**src/rtl/hex_count_source.sv**
```systemverilog
// Two-digit hex/BCD counter feeding the HEX1/HEX0 nibble decoders.
// A down-counting rate divider paces the advances; all outputs are registered.
module hex_count_source #(
  parameter int CLK_FREQ = 50000000
) (
  input  logic       clock_i,
  input  logic       reset_i,
  input  logic       enable_i,
  input  logic [1:0] speed_i,
  input  logic       up_i,
  input  logic       bcd_i,
  input  logic       load_i,
  input  logic [7:0] load_value_i,
  output logic [3:0] digit0_o,
  output logic [3:0] digit1_o,
  output logic       tick_o,
  output logic       wrap_o
);

  localparam int DIV_W = (4 * CLK_FREQ > 1) ? $clog2(4 * CLK_FREQ) : 1;

  logic [3:0]       d0_q, d0_d;
  logic [3:0]       d1_q, d1_d;
  logic [DIV_W-1:0] div_q, div_d;
  logic [1:0]       shadow_q, shadow_d;
  logic             tick_q, tick_d;
  logic             wrap_q, wrap_d;

  logic [DIV_W-1:0] period_m1;
  logic [3:0]       nxt0, nxt1;
  logic             nxt_wrap;
  logic [3:0]       ld0, ld1;
  logic             advance;

  always_comb begin
    case (speed_i)
      2'b00:   period_m1 = '0;
      2'b01:   period_m1 = DIV_W'(CLK_FREQ - 1);
      2'b10:   period_m1 = DIV_W'(2 * CLK_FREQ - 1);
      default: period_m1 = DIV_W'(4 * CLK_FREQ - 1);
    endcase
  end

  // In BCD mode the decoders cannot show A-F, so loaded nibbles saturate at 9.
  assign ld0 = (bcd_i && load_value_i[3:0] > 4'd9) ? 4'd9 : load_value_i[3:0];
  assign ld1 = (bcd_i && load_value_i[7:4] > 4'd9) ? 4'd9 : load_value_i[7:4];

  // Count value the digits take if this edge advances.
  always_comb begin
    nxt0     = d0_q;
    nxt1     = d1_q;
    nxt_wrap = 1'b0;
    if (!bcd_i) begin
      if (up_i) begin
        {nxt1, nxt0} = {d1_q, d0_q} + 8'd1;
        nxt_wrap     = ({d1_q, d0_q} == 8'hFF);
      end else begin
        {nxt1, nxt0} = {d1_q, d0_q} - 8'd1;
        nxt_wrap     = ({d1_q, d0_q} == 8'h00);
      end
    end else if (d1_q > 4'd9 || d0_q > 4'd9) begin
      nxt0 = 4'd0;
      nxt1 = 4'd0;
    end else if (up_i) begin
      if (d0_q == 4'd9) begin
        nxt0 = 4'd0;
        if (d1_q == 4'd9) begin
          nxt1     = 4'd0;
          nxt_wrap = 1'b1;
        end else begin
          nxt1 = d1_q + 4'd1;
        end
      end else begin
        nxt0 = d0_q + 4'd1;
      end
    end else begin
      if (d0_q == 4'd0) begin
        nxt0 = 4'd9;
        if (d1_q == 4'd0) begin
          nxt1     = 4'd9;
          nxt_wrap = 1'b1;
        end else begin
          nxt1 = d1_q - 4'd1;
        end
      end else begin
        nxt0 = d0_q - 4'd1;
      end
    end
  end

  assign advance = enable_i && (div_q == '0);

  // Load beats a speed change, which beats a due advance.
  always_comb begin
    d0_d     = d0_q;
    d1_d     = d1_q;
    div_d    = div_q;
    shadow_d = shadow_q;
    tick_d   = 1'b0;
    wrap_d   = 1'b0;
    if (load_i) begin
      d0_d     = ld0;
      d1_d     = ld1;
      div_d    = period_m1;
      shadow_d = speed_i;
    end else if (speed_i != shadow_q) begin
      div_d    = period_m1;
      shadow_d = speed_i;
    end else if (advance) begin
      d0_d   = nxt0;
      d1_d   = nxt1;
      div_d  = period_m1;
      tick_d = 1'b1;
      wrap_d = nxt_wrap;
    end else if (enable_i) begin
      div_d = div_q - 1'b1;
    end
  end

  always_ff @(posedge clock_i) begin
    if (reset_i) begin
      d0_q     <= 4'd0;
      d1_q     <= 4'd0;
      div_q    <= period_m1;
      shadow_q <= speed_i;
      tick_q   <= 1'b0;
      wrap_q   <= 1'b0;
    end else begin
      d0_q     <= d0_d;
      d1_q     <= d1_d;
      div_q    <= div_d;
      shadow_q <= shadow_d;
      tick_q   <= tick_d;
      wrap_q   <= wrap_d;
    end
  end

  assign digit0_o = d0_q;
  assign digit1_o = d1_q;
  assign tick_o   = tick_q;
  assign wrap_o   = wrap_q;

endmodule

```
**config.mk**
```make
export PLATFORM = sky130hd
export DESIGN_NAME = hex_count_source
export DESIGN_NICKNAME = d
export VERILOG_FILES = /design/src/rtl/hex_count_source.sv
export SDC_FILE = /design/constraint.sdc
export NUM_CORES = 1
export LEC_CHECK = 0
export CORE_UTILIZATION = 49
export CTS_CLUSTER_SIZE = 10
export DETAILED_ROUTE_END_ITERATION = 10
export GPL_TIMING_DRIVEN = 0
export PLACE_DENSITY = 0.72
export SYNTH_ARGS = -nofsm -noshare
export SYNTH_HDL_FRONTEND = slang
export SYNTH_SLANG_ARGS = --single-unit
export TNS_END_PERCENT = 50
```
**constraint.sdc**
```tcl
create_clock -name clock_i -period 2 [get_ports clock_i]
set_clock_uncertainty 0.05 [all_clocks]
set_input_delay 0.5 -clock clock_i [delete_from_list [all_inputs] [get_ports clock_i]]
set_output_delay 0.5 -clock clock_i [all_outputs]
set_load 0.01 [all_outputs]
```
==> impl_metrics.csv, run 1 <==
group,metric,value,unit
run_status,status,"finished, violations left",
run_status,violations,"setup timing",
global_route,grt_start_max_net_pins,29,
global_route,first_global_vias,2838,
timing,rsz0062_at_grt,"true",
global_route,grt_overflow_total,0,
cts,clock_latency,300,ps
cts,clock_pin_slew_reported_for_the_worst_setup_and_hold_paths_after_clock_tree_synthesis,80,ps
detailed_routing,drt_first_iter_violations,198,
timing,total_negative_setup_slack,-2780,ps
placed_design,detailedPlace.worstSlack,-833,ps
timing,worst_slew_pin_slew,573,ps
worst_setup_path,critical_path.max_fanout,4,
floorplan,initial_utilization,0.507,
timing,report.final.slew_viol_count,0,
synthesis,synth_seq_area_share,0.367,
cells_and_area,fill_cells,437,
placed_design,gp_congestion,0.889,
global_route,grt_usage,0.278,
pwr,peakVddDrop,0.490,mV
cells_and_area,most-common-layout-cells,"sky130_fd_sc_hd__buf_4 (35), sky130_fd_sc_hd__edfxtp_1 (30), sky130_fd_sc_hd__a21oi_1 (25)",
cts,clock_tree.root_cell,"sky130_fd_sc_hd__clkbuf_8",
placed_design,place_inst,420,
pwr,total_power,2.38,mW
worst_setup_path,critical_path.startpoint_type,"flip-flop",
detailed_routing,detail_route.first_pass.iterations,7,
synthesis,synthArstFlopShare,0,
floorplan,die_area,6440,um2
timing,fmax,0.460,GHz
synthesis,syn_nets,348,
cells_and_area,final_core_util,0.687,
synthesis,synth_cell_types,67,
timing,postLayoutSetupSlackWorst,-173,ps
synthesis,netlist_area,3000,um2
synthesis,syn_area_per_cell,9.29,um2
cells_and_area,post_route_cells_drive_above_1_share,0.326,
floorplan,num_rows,28,
synthesis,synth-edff-count,30,
cts,numClockSinks,40,
placed_design,detailedPlacementHpwl,5.42,mm
min_path,min-delay-path-class,"input port to flip-flop",
run,max-cap-violations,0,
detailed_routing,totalWireLength,9.06,mm
cells_and_area,mostFrequentLayoutCell,"sky130_fd_sc_hd__buf_4",
floorplan,io_pins,26,
synthesis,postSynth.topFlopCell,"sky130_fd_sc_hd__edfxtp_1",
floorplan,die_height,80.2,um
synthesis,ys_warn_count,0,
worst_setup_path,timing.critical_path.arrival,2180,ps
timing,min_period,2170,ps
global_route,grt_pass1_wl,13.5,mm
synthesis,post_synthesis_instance_total,323,
cts,numCtsBuffers,5,
worst_setup_path,timing_worst_setup_path_type,"flip-flop to flip-flop",
pwr,power.density_cell_area,585,nW/um2
timing,final_min_period_over_clock_period,1.09,
cells_and_area,synthToLayoutAreaGrowth,35.5,%
detailed_routing,post_route_antenna_net_violation_count,0,
cts,hold_buffers,0,
detailed_routing,route.detailed.drc,0,
cells_and_area,finish.cell_count_without_fillers,468,
cells_and_area,finalNetCount,417,
pwr,static-leakage-power,1.48,nW
placed_design,io_buf_count,22,
floorplan,floorplan.core_area,5920,um2
global_route,antenna_found_initial,0,
worst_setup_path,worst_endpoint_required_time,2010,ps
timing,timing.slew.headroom,0.618,
detailed_routing,avgRoutedWirePerCell,19.4,um
floorplan,floorplan.die.width,80.2,um
detailed_routing,num_vias,3011,
timing,final_hold_violation_count,0,
timing,report.final.setup_viol,32,
worst_setup_path,end_kind,"flip-flop",
cells_and_area,insertedDiodeCount,0,
cts,clock_tree_from_tritoncts,"done",
detailed_routing,drt-vias-per-instance,6.43,
synthesis,ys_ff_latch,40,
cts,htree_levels,2,
cts,max-clock-path-buffers,2,
-- sequential cells by signal, summed over array words and instances (netlist names) --
signal / count
div_q: 28
digit1_o: 4
tick_o: 1
shadow_q: 2
wrap_o: 1
digit0_o: 4
-- layout make-up --
class | instances | area [um2] | share of cell area
clock inverters | 3 | 42.5 | 0.0105
flip-flops and latches | 40 | 1110 | 0.273
plain buffers | 21 | 144 | 0.0354
repair buffers | 62 | 543 | 0.134
clock buffers | 5 | 68.8 | 0.0169
well taps | 75 | 93.8 | 0.0231
multi-input cells | 252 | 2030 | 0.498
inverters | 10 | 37.5 | 0.00923
-- power breakdown --
group          internal [mW]  total, mW  switching (mW)
registers              0.970       1.07          0.0984
clock network          0.369      0.678           0.308
logic                  0.306      0.630           0.324
total                   1.64       2.38           0.731
-- path summary, 6_finish.rpt --
| check | slack (ps) | depth (start not counted) | end | startpoint |
|---|---|---|---|---|
| hold reg to reg | 510 | 2 | digit0_o[0]$_SDFFE_PP0P_ | digit0_o[0]$_SDFFE_PP0P_ |
| setup reg to reg | -170 | 5 | div_q[27]$_DFFE_PP_ | div_q[21]$_DFFE_PP_ |
| setup / recovery | -170 | 5 | div_q[27]$_DFFE_PP_ | div_q[21]$_DFFE_PP_ |
| hold / removal | 420 | 1 | shadow_q[1]$_DFFE_PP_ | speed_i[1] |
-- cell usage after synthesis, drive strengths merged, types with 9 or more instances --
| library cell | instances | share of area |
|---|---|---|
| nor2 | 25 | 0.031 |
| o21ai | 11 | 0.018 |
| nor4 | 12 | 0.043 |
| inv | 10 | 0.013 |
| ha | 9 | 0.038 |
| buf | 11 | 0.023 |
| nor3 | 16 | 0.028 |
| edfxtp | 30 | 0.30 |
| clkbuf | 11 | 0.014 |
| nand2 | 13 | 0.017 |
| nand3 | 9 | 0.015 |
| dfxtp | 10 | 0.067 |
| xnor2 | 20 | 0.058 |
| a21oi | 35 | 0.063 |
-- timing repair --
| action | 4_1_cts | 5_1_grt |
|---|---|---|
| pin swaps | 10 | 12 |
| cloned | 5 | 0 |
| endpoints found under the setup margin | 67 | 37 |
| gates resized for setup | 53 | 44 |
| setup buffers | 20 | 16 |
-- per-layer routing --
layer / wire length, um / part of all wire / track usage
met1: 3520 / 0.39 / 0.302
met3: 591 / 0.065 / 0.0545
met2: 4760 / 0.53 / 0.515
met5: 0 / 0 / 0
met4: 189 / 0.021 / 0.127
-- per-stage QoR --
stage               cell area, um2  hold WS, ps
floorplan                     3000          515
global placement              3320          528
detailed placement            3320          538
CTS                           3750          418
global route                  4070          434
finish                        4070          421
-- worst max-delay path, stage by stage (launching register included) --
cell	delay, ps
sky130_fd_sc_hd__edfxtp_1	500
sky130_fd_sc_hd__or3_4	410
sky130_fd_sc_hd__or4b_4	500
sky130_fd_sc_hd__nor4_4	180
sky130_fd_sc_hd__xnor2_1	190
sky130_fd_sc_hd__a21oi_2	90
-- logic make-up after synthesis --
logic type / count (synthesis) / synth area share
fa+ha+maj: 9 / 0.0375
xor+xnor: 28 / 0.0818
simple gates: 124 / 0.259
buf+inv: 32 / 0.0488
flops: 40 / 0.367
compound gates: 88 / 0.199
mux: 2 / 0.00668
No activity file was read; power rests on OpenSTA's default activity.
==> inputs of run 2 (changes only) <==
--- a/config.mk
+++ b/config.mk
@@ -6,10 +6,11 @@
 export NUM_CORES = 1
 export LEC_CHECK = 0
 export CORE_UTILIZATION = 49
+export CTS_CLUSTER_DIAMETER = 60
 export CTS_CLUSTER_SIZE = 10
 export DETAILED_ROUTE_END_ITERATION = 10
 export GPL_TIMING_DRIVEN = 0
-export PLACE_DENSITY = 0.72
+export PLACE_DENSITY = 0.74
 export SYNTH_ARGS = -nofsm -noshare
 export SYNTH_HDL_FRONTEND = slang
 export SYNTH_SLANG_ARGS = --single-unit
==> impl_metrics.csv, run 2 (synthesis gave the netlist of run 1 again) <==
group,metric,value,unit
run_status,status,"finished, violations left",
run_status,violations,"setup timing",
timing,timing.slew.headroom,0.552,
cells_and_area,final_core_util,0.727,
cts,htree_levels,2,
worst_setup_path,critical_path.max_fanout,5,
detailed_routing,drt_first_iter_violations,258,
min_path,min_from,"speed_i[0]",
timing,final_min_period_over_clock_period,1.07,
timing,fmax,0.465,GHz
timing,final_hold_violation_count,0,
worst_setup_path,timing.critical_path.arrival,2160,ps
worst_setup_path,cp-endpoint,"div_q[21]$_DFFE_PP_",
worst_setup_path,worstSetupStartpoint,"div_q[16]$_DFFE_PP_",
cells_and_area,post-route-cell-area,4300,um2
cells_and_area,registers.top_by_ff_count,"div_q",
worst_setup_path,critical_path.reg2reg.endpoint,"div_q[21]$_DFFE_PP_",
pwr,power.density_cell_area,538,nW/um2
pwr,total_power,2.31,mW
global_route,first_global_vias,2922,
pwr,static-leakage-power,1.59,nW
worst_setup_path,timing.reg2reg.setup_slack,-150,ps
detailed_routing,post_route_antenna_net_violation_count,0,
detailed_routing,route.detailed.drc,0,
timing,postLayoutSetupSlackWorst,-149,ps
cells_and_area,most-common-layout-cells,"sky130_fd_sc_hd__buf_4 (47), sky130_fd_sc_hd__edfxtp_1 (30), sky130_fd_sc_hd__a21oi_1 (24)",
cts,clock_latency,300,ps
floorplan,die_area,6440,um2
floorplan,num_rows,28,
timing,rsz0062_at_grt,"true",
placed_design,gp_congestion,0.879,
timing,finalHoldWorstSlack,434,ps
worst_setup_path,critical_path.startpoint_type,"flip-flop",
cts,numClockSinks,40,
placed_design,dpl_cell_area,3320,um2
worst_setup_path,rr_startpoint,"div_q[16]$_DFFE_PP_",
timing,min_period,2150,ps
global_route,antenna_found_initial,0,
timing,total_negative_setup_slack,-1650,ps
global_route,grt_usage,0.291,
floorplan,die_height,80.2,um
worst_setup_path,timing_worst_setup_path_type,"flip-flop to flip-flop",
worst_setup_path,worst_endpoint_required_time,2010,ps
worst_setup_path,worst_reg_to_reg_cells,5,
placed_design,detailedPlacementHpwl,5.30,mm
timing,report.final.setup_viol,21,
worst_setup_path,critical_path.slowest_cell,"sky130_fd_sc_hd__edfxtp_1",
cts,clock_pin_slew_reported_for_the_worst_setup_and_hold_paths_after_clock_tree_synthesis,90,ps
floorplan,io_pins,26,
worst_setup_path,end_kind,"flip-flop",
cts,clock_tree.root_cell,"sky130_fd_sc_hd__clkbuf_8",
floorplan,initial_utilization,0.507,
run,max-cap-violations,0,
timing,report.final.slew_viol_count,0,
global_route,grt_pass1_wl,14.2,mm
global_route,grt_start_max_net_pins,29,
global_route,grt_overflow_total,0,
worst_setup_path,critical_path.max_stage_delay,510,ps
cts,hold_buffers,0,
cells_and_area,insertedDiodeCount,0,
cells_and_area,max_reg_flops,28,
cts,clock_tree_from_tritoncts,"done",
floorplan,floorplan.die.width,80.2,um
detailed_routing,totalWireLength,9.65,mm
timing,worst_slew_pin_slew,672,ps
cts,max-clock-path-buffers,2,
min_path,min-delay-path-class,"input port to flip-flop",
detailed_routing,detail_route.first_pass.iterations,5,
floorplan,floorplan.core_area,5920,um2
cells_and_area,finalNetCount,433,
detailed_routing,drt-vias-per-instance,6.38,
placed_design,io_buf_count,22,
detailed_routing,num_vias,3089,
pwr,peakVddDrop,0.482,mV
cts,numCtsBuffers,5,
worst_setup_path,worstPathCellList,"or3_4 -> or2_4 -> nor4_4 -> xnor2_1 -> a21oi_2",
cells_and_area,mostFrequentLayoutCell,"sky130_fd_sc_hd__buf_4",
cells_and_area,post_route_cells_drive_above_1_share,0.379,
detailed_routing,avgRoutedWirePerCell,19.9,um
cells_and_area,synthToLayoutAreaGrowth,43.5,%
==> run 2: cell count changes in the layout (fill, tap and decap cells not counted), moves of 3 or more <==
cell / delta
sky130_fd_sc_hd__nor4_1: -3
sky130_fd_sc_hd__nor2_1: -4
sky130_fd_sc_hd__nor3_4: +3
sky130_fd_sc_hd__buf_4: +12
sky130_fd_sc_hd__nor2_2: +4
sky130_fd_sc_hd__buf_6: +4
==> run 2: cell type report <==
cell class | count | area (um2)
Buffer | 22 | 150
Multi-Input combinational cell | 252 | 2150
Inverter | 10 | 40.0
Clock inverter | 3 | 13.8
Sequential cell | 40 | 1110
Tap cell | 75 | 93.8
Fill cell | 399 | 1620
Timing Repair Buffer | 77 | 681
Clock buffer | 5 | 68.8
==> run 2: power breakdown <==
part           leakage [nW]  internal (mW)  switching [mW]
Sequential            0.395          0.969          0.0981
Clock                0.0453          0.238           0.307
Combinational          1.15          0.345           0.357
Total                  1.59           1.55           0.762
==> run 2: critical path, delay by kind of cell, from the launching register on <==
family | cells | cell delay [ps]
xor gates and xnor gates | 1 | 190
AOI/OAI and AO/OA | 1 | 80
DFF | 1 | 510
and+or+nand+nor | 3 | 1080
==> run 2: stage by stage <==
step	std cells	setup slack (ps)
final	484	-149
after global routing	484	-222
after CTS	466	-91.1
after detailed placement	420	-836
after global placement	420	-780
after floorplan	323	-107
==> run 2: worst min path at each step <==
stage,endpoint,slack (ps),depth (start not counted)
2_1_floorplan,digit0_o[1]$_SDFFE_PP0P_,510,2
3_3_place_gp,digit0_o[1]$_SDFFE_PP0P_,540,2
3_5_place_dp,digit0_o[1]$_SDFFE_PP0P_,550,2
4_1_cts,shadow_q[1]$_DFFE_PP_,440,1
5_1_grt,shadow_q[1]$_DFFE_PP_,440,1
6_report,shadow_q[0]$_DFFE_PP_,430,1
==> run 2: repair_timing <==
| action | CTS | global route |
|---|---|---|
| pin swaps | 16 | 19 |
| resized for setup | 74 | 47 |
| cloned | 5 | 0 |
| setup endpoints to repair | 67 | 37 |
| buffers inserted | 34 | 18 |
==> run 2: layer usage <==
metal	GRT usage	share of wire	vias to the layer above
met2	0.527	0.53	148
met5	0	0	-
li1	-	-	1406
met1	0.329	0.38	1503
met4	0.157	0.035	0
met3	0.0375	0.055	32
==> inputs of run 3 (changes only) <==
--- a/config.mk
+++ b/config.mk
@@ -5,12 +5,12 @@
 export SDC_FILE = /design/constraint.sdc
 export NUM_CORES = 1
 export LEC_CHECK = 0
-export CORE_UTILIZATION = 49
+export CORE_UTILIZATION = 45
 export CTS_CLUSTER_DIAMETER = 60
 export CTS_CLUSTER_SIZE = 10
 export DETAILED_ROUTE_END_ITERATION = 10
 export GPL_TIMING_DRIVEN = 0
-export PLACE_DENSITY = 0.74
+export PLACE_DENSITY = 0.69
 export SYNTH_ARGS = -nofsm -noshare
 export SYNTH_HDL_FRONTEND = slang
 export SYNTH_SLANG_ARGS = --single-unit
==> impl_metrics.csv, run 3 (synthesis gave the netlist of run 1 again) <==
group,metric,value,unit
cells_and_area,max_reg_flops,28,
timing,report.final.slew_viol_count,0,
cts,clock_tree_from_tritoncts,"done",
cells_and_area,post_route_cells_drive_above_1_share,0.363,
floorplan,floorplan.core_area,6390,um2
detailed_routing,totalWireLength,8.91,mm
cells_and_area,post-route-cell-area,4170,um2
worst_setup_path,crit_family,"simple AND/OR/NAND/NOR gates",
pwr,seq_power_share,0.462,
floorplan,initial_utilization,0.470,
run,max-cap-violations,0,
cts,max-clock-path-buffers,2,
pwr,p_int,1.58,mW
worst_setup_path,worst-path-buf-inv,0,
worst_setup_path,critical_path.startpoint_type,"flip-flop",
pwr,power.density_cell_area,551,nW/um2
cts,htree_levels,2,
cells_and_area,registers.top_by_ff_count,"div_q",
detailed_routing,avgRoutedWirePerCell,18.8,um
timing,min_period,2130,ps
global_route,grt_usage,0.240,
detailed_routing,drt_first_iter_violations,230,
global_route,antenna_found_initial,0,
global_route,grt_start_max_net_pins,29,
cells_and_area,finalNetCount,421,
detailed_routing,detail_route.first_pass.iterations,6,
timing,rsz0062_at_grt,"true",
cells_and_area,most-common-layout-cells,"sky130_fd_sc_hd__buf_4 (40), sky130_fd_sc_hd__edfxtp_1 (30), sky130_fd_sc_hd__a21oi_1 (22)",
timing,fmax,0.470,GHz
pwr,static-leakage-power,1.55,nW
cts,clock_latency,300,ps
timing,timing.slew.headroom,0.590,
worst_setup_path,critical_path.max_fanout,5,
run_status,violations,"setup timing",
cts,numClockSinks,40,
floorplan,num_rows,29,
floorplan,die_height,83.6,um
global_route,grt_pass1_wl,13.5,mm
placed_design,gp_congestion,0.912,
floorplan,floorplan.die.width,83.6,um
pwr,peakVddDrop,0.520,mV
cells_and_area,synthToLayoutAreaGrowth,39.0,%
timing,postLayoutSetupSlackWorst,-128,ps
pwr,clock_power_share,0.248,
placed_design,dpl_cell_area,3320,um2
detailed_routing,drt-vias-per-instance,6.25,
cts,clock_tree.root_cell,"sky130_fd_sc_hd__clkbuf_8",
floorplan,io_pins,26,
timing,worst_slew_pin_slew,615,ps
timing,final_hold_violation_count,0,
pwr,pwr-share-comb,0.290,
global_route,first_global_vias,2769,
worst_setup_path,critical_path.max_stage_delay,500,ps
worst_setup_path,worst_endpoint_required_time,2000,ps
worst_setup_path,end_kind,"flip-flop",
detailed_routing,post_route_antenna_net_violation_count,0,
cts,clock_pin_slew_reported_for_the_worst_setup_and_hold_paths_after_clock_tree_synthesis,80,ps
cells_and_area,mostFrequentLayoutCell,"sky130_fd_sc_hd__buf_4",
detailed_routing,route.detailed.drc,0,
timing,report.final.setup_viol,19,
floorplan,die_area,6990,um2
cts,numCtsBuffers,5,
detailed_routing,num_vias,2961,
placed_design,detailedPlacementHpwl,5.48,mm
global_route,grt_overflow_total,0,
worst_setup_path,critical_path.slowest_cell,"sky130_fd_sc_hd__edfxtp_1",
run_status,status,"finished, violations left",
timing,final_min_period_over_clock_period,1.06,
cells_and_area,final_core_util,0.653,
min_path,min-delay-path-class,"input port to flip-flop",
worst_setup_path,worstPathCellList,"or3_4 -> or2_4 -> nor4_4 -> xnor2_1 -> a21oi_2",
cells_and_area,insertedDiodeCount,0,
placed_design,io_buf_count,22,
pwr,netSwitchingPower,723,uW
worst_setup_path,timing_worst_setup_path_type,"flip-flop to flip-flop",
pwr,power.switching_fraction,0.315,
worst_setup_path,timing.critical_path.arrival,2130,ps
[run 3: cell count changes in the layout (fill, tap and decap cells not counted), moves of 3 or more]
| cell | before | now |
|---|---|---|
| sky130_fd_sc_hd__buf_4 | 47 | 40 |
| sky130_fd_sc_hd__buf_12 | 3 | 0 |
| sky130_fd_sc_hd__nor2_2 | 4 | 1 |
| sky130_fd_sc_hd__nand3_2 | 0 | 3 |
[run 3: path summary, 6_finish.rpt]
| check | start | endpoint | slack [ps] | cells after the start |
|---|---|---|---|---|
| worst min-delay path | speed_i[1] | shadow_q[1]$_DFFE_PP_ | 400 | 1 |
| worst max-delay path | div_q[16]$_DFFE_PP_ | div_q[27]$_DFFE_PP_ | -130 | 5 |
| worst min register to register | digit0_o[1]$_SDFFE_PP0P_ | digit0_o[1]$_SDFFE_PP0P_ | 520 | 2 |
| worst max register to register | div_q[16]$_DFFE_PP_ | div_q[27]$_DFFE_PP_ | -130 | 5 |
[run 3: what timing repair did]
action | in CTS | in global routing
endpoints found under the setup margin | 66 | 35
hold buffers | 0 | 0
resized for setup | 64 | 56
pin swaps | 11 | 22
setup buffers | 19 | 22
gates cloned | 3 | 1
[run 3: layout make-up]
type / count / area, um2
flip-flops and latches: 40 / 1110
fillers: 479 / 2220
multi-input cells: 252 / 2140
repair buffers: 66 / 561
well taps: 77 / 96.3
inverters: 10 / 37.5
plain buffers: 21 / 140
clock buffers: 8 / 90.1
[run 3: metrics by stage]
step                hold WS, ps  setup WS [ps]  total power [mW]  setup TNS [ps]  cells
floorplan                   515           -107              1.37           -1900    323
global placement            519           -823              1.51          -42850    422
detailed placement          516           -892              1.52          -45050    422
CTS                         408          -88.3              2.17           -1350    452
global route                407           -190              2.39           -3300    474
finish                      399           -128              2.30           -1320    474
[run 3: power groups by stage]
stage	logic [mW]	registers, mW	clock network (mW)
after floorplan	0.315	1.05	0
after CTS	0.539	1.06	0.571
after detailed placement	0.449	1.07	0
after global placement	0.441	1.06	0
final	0.667	1.06	0.569
after global routing	0.715	1.07	0.605
[run 3: metal layers]
metal	up-vias	track usage	wire length, um
met1	1432	0.287	3580
met4	0	0.103	206
met3	20	0.0267	452
met2	129	0.435	4670
li1	1380	-	-
met5	-	0	0
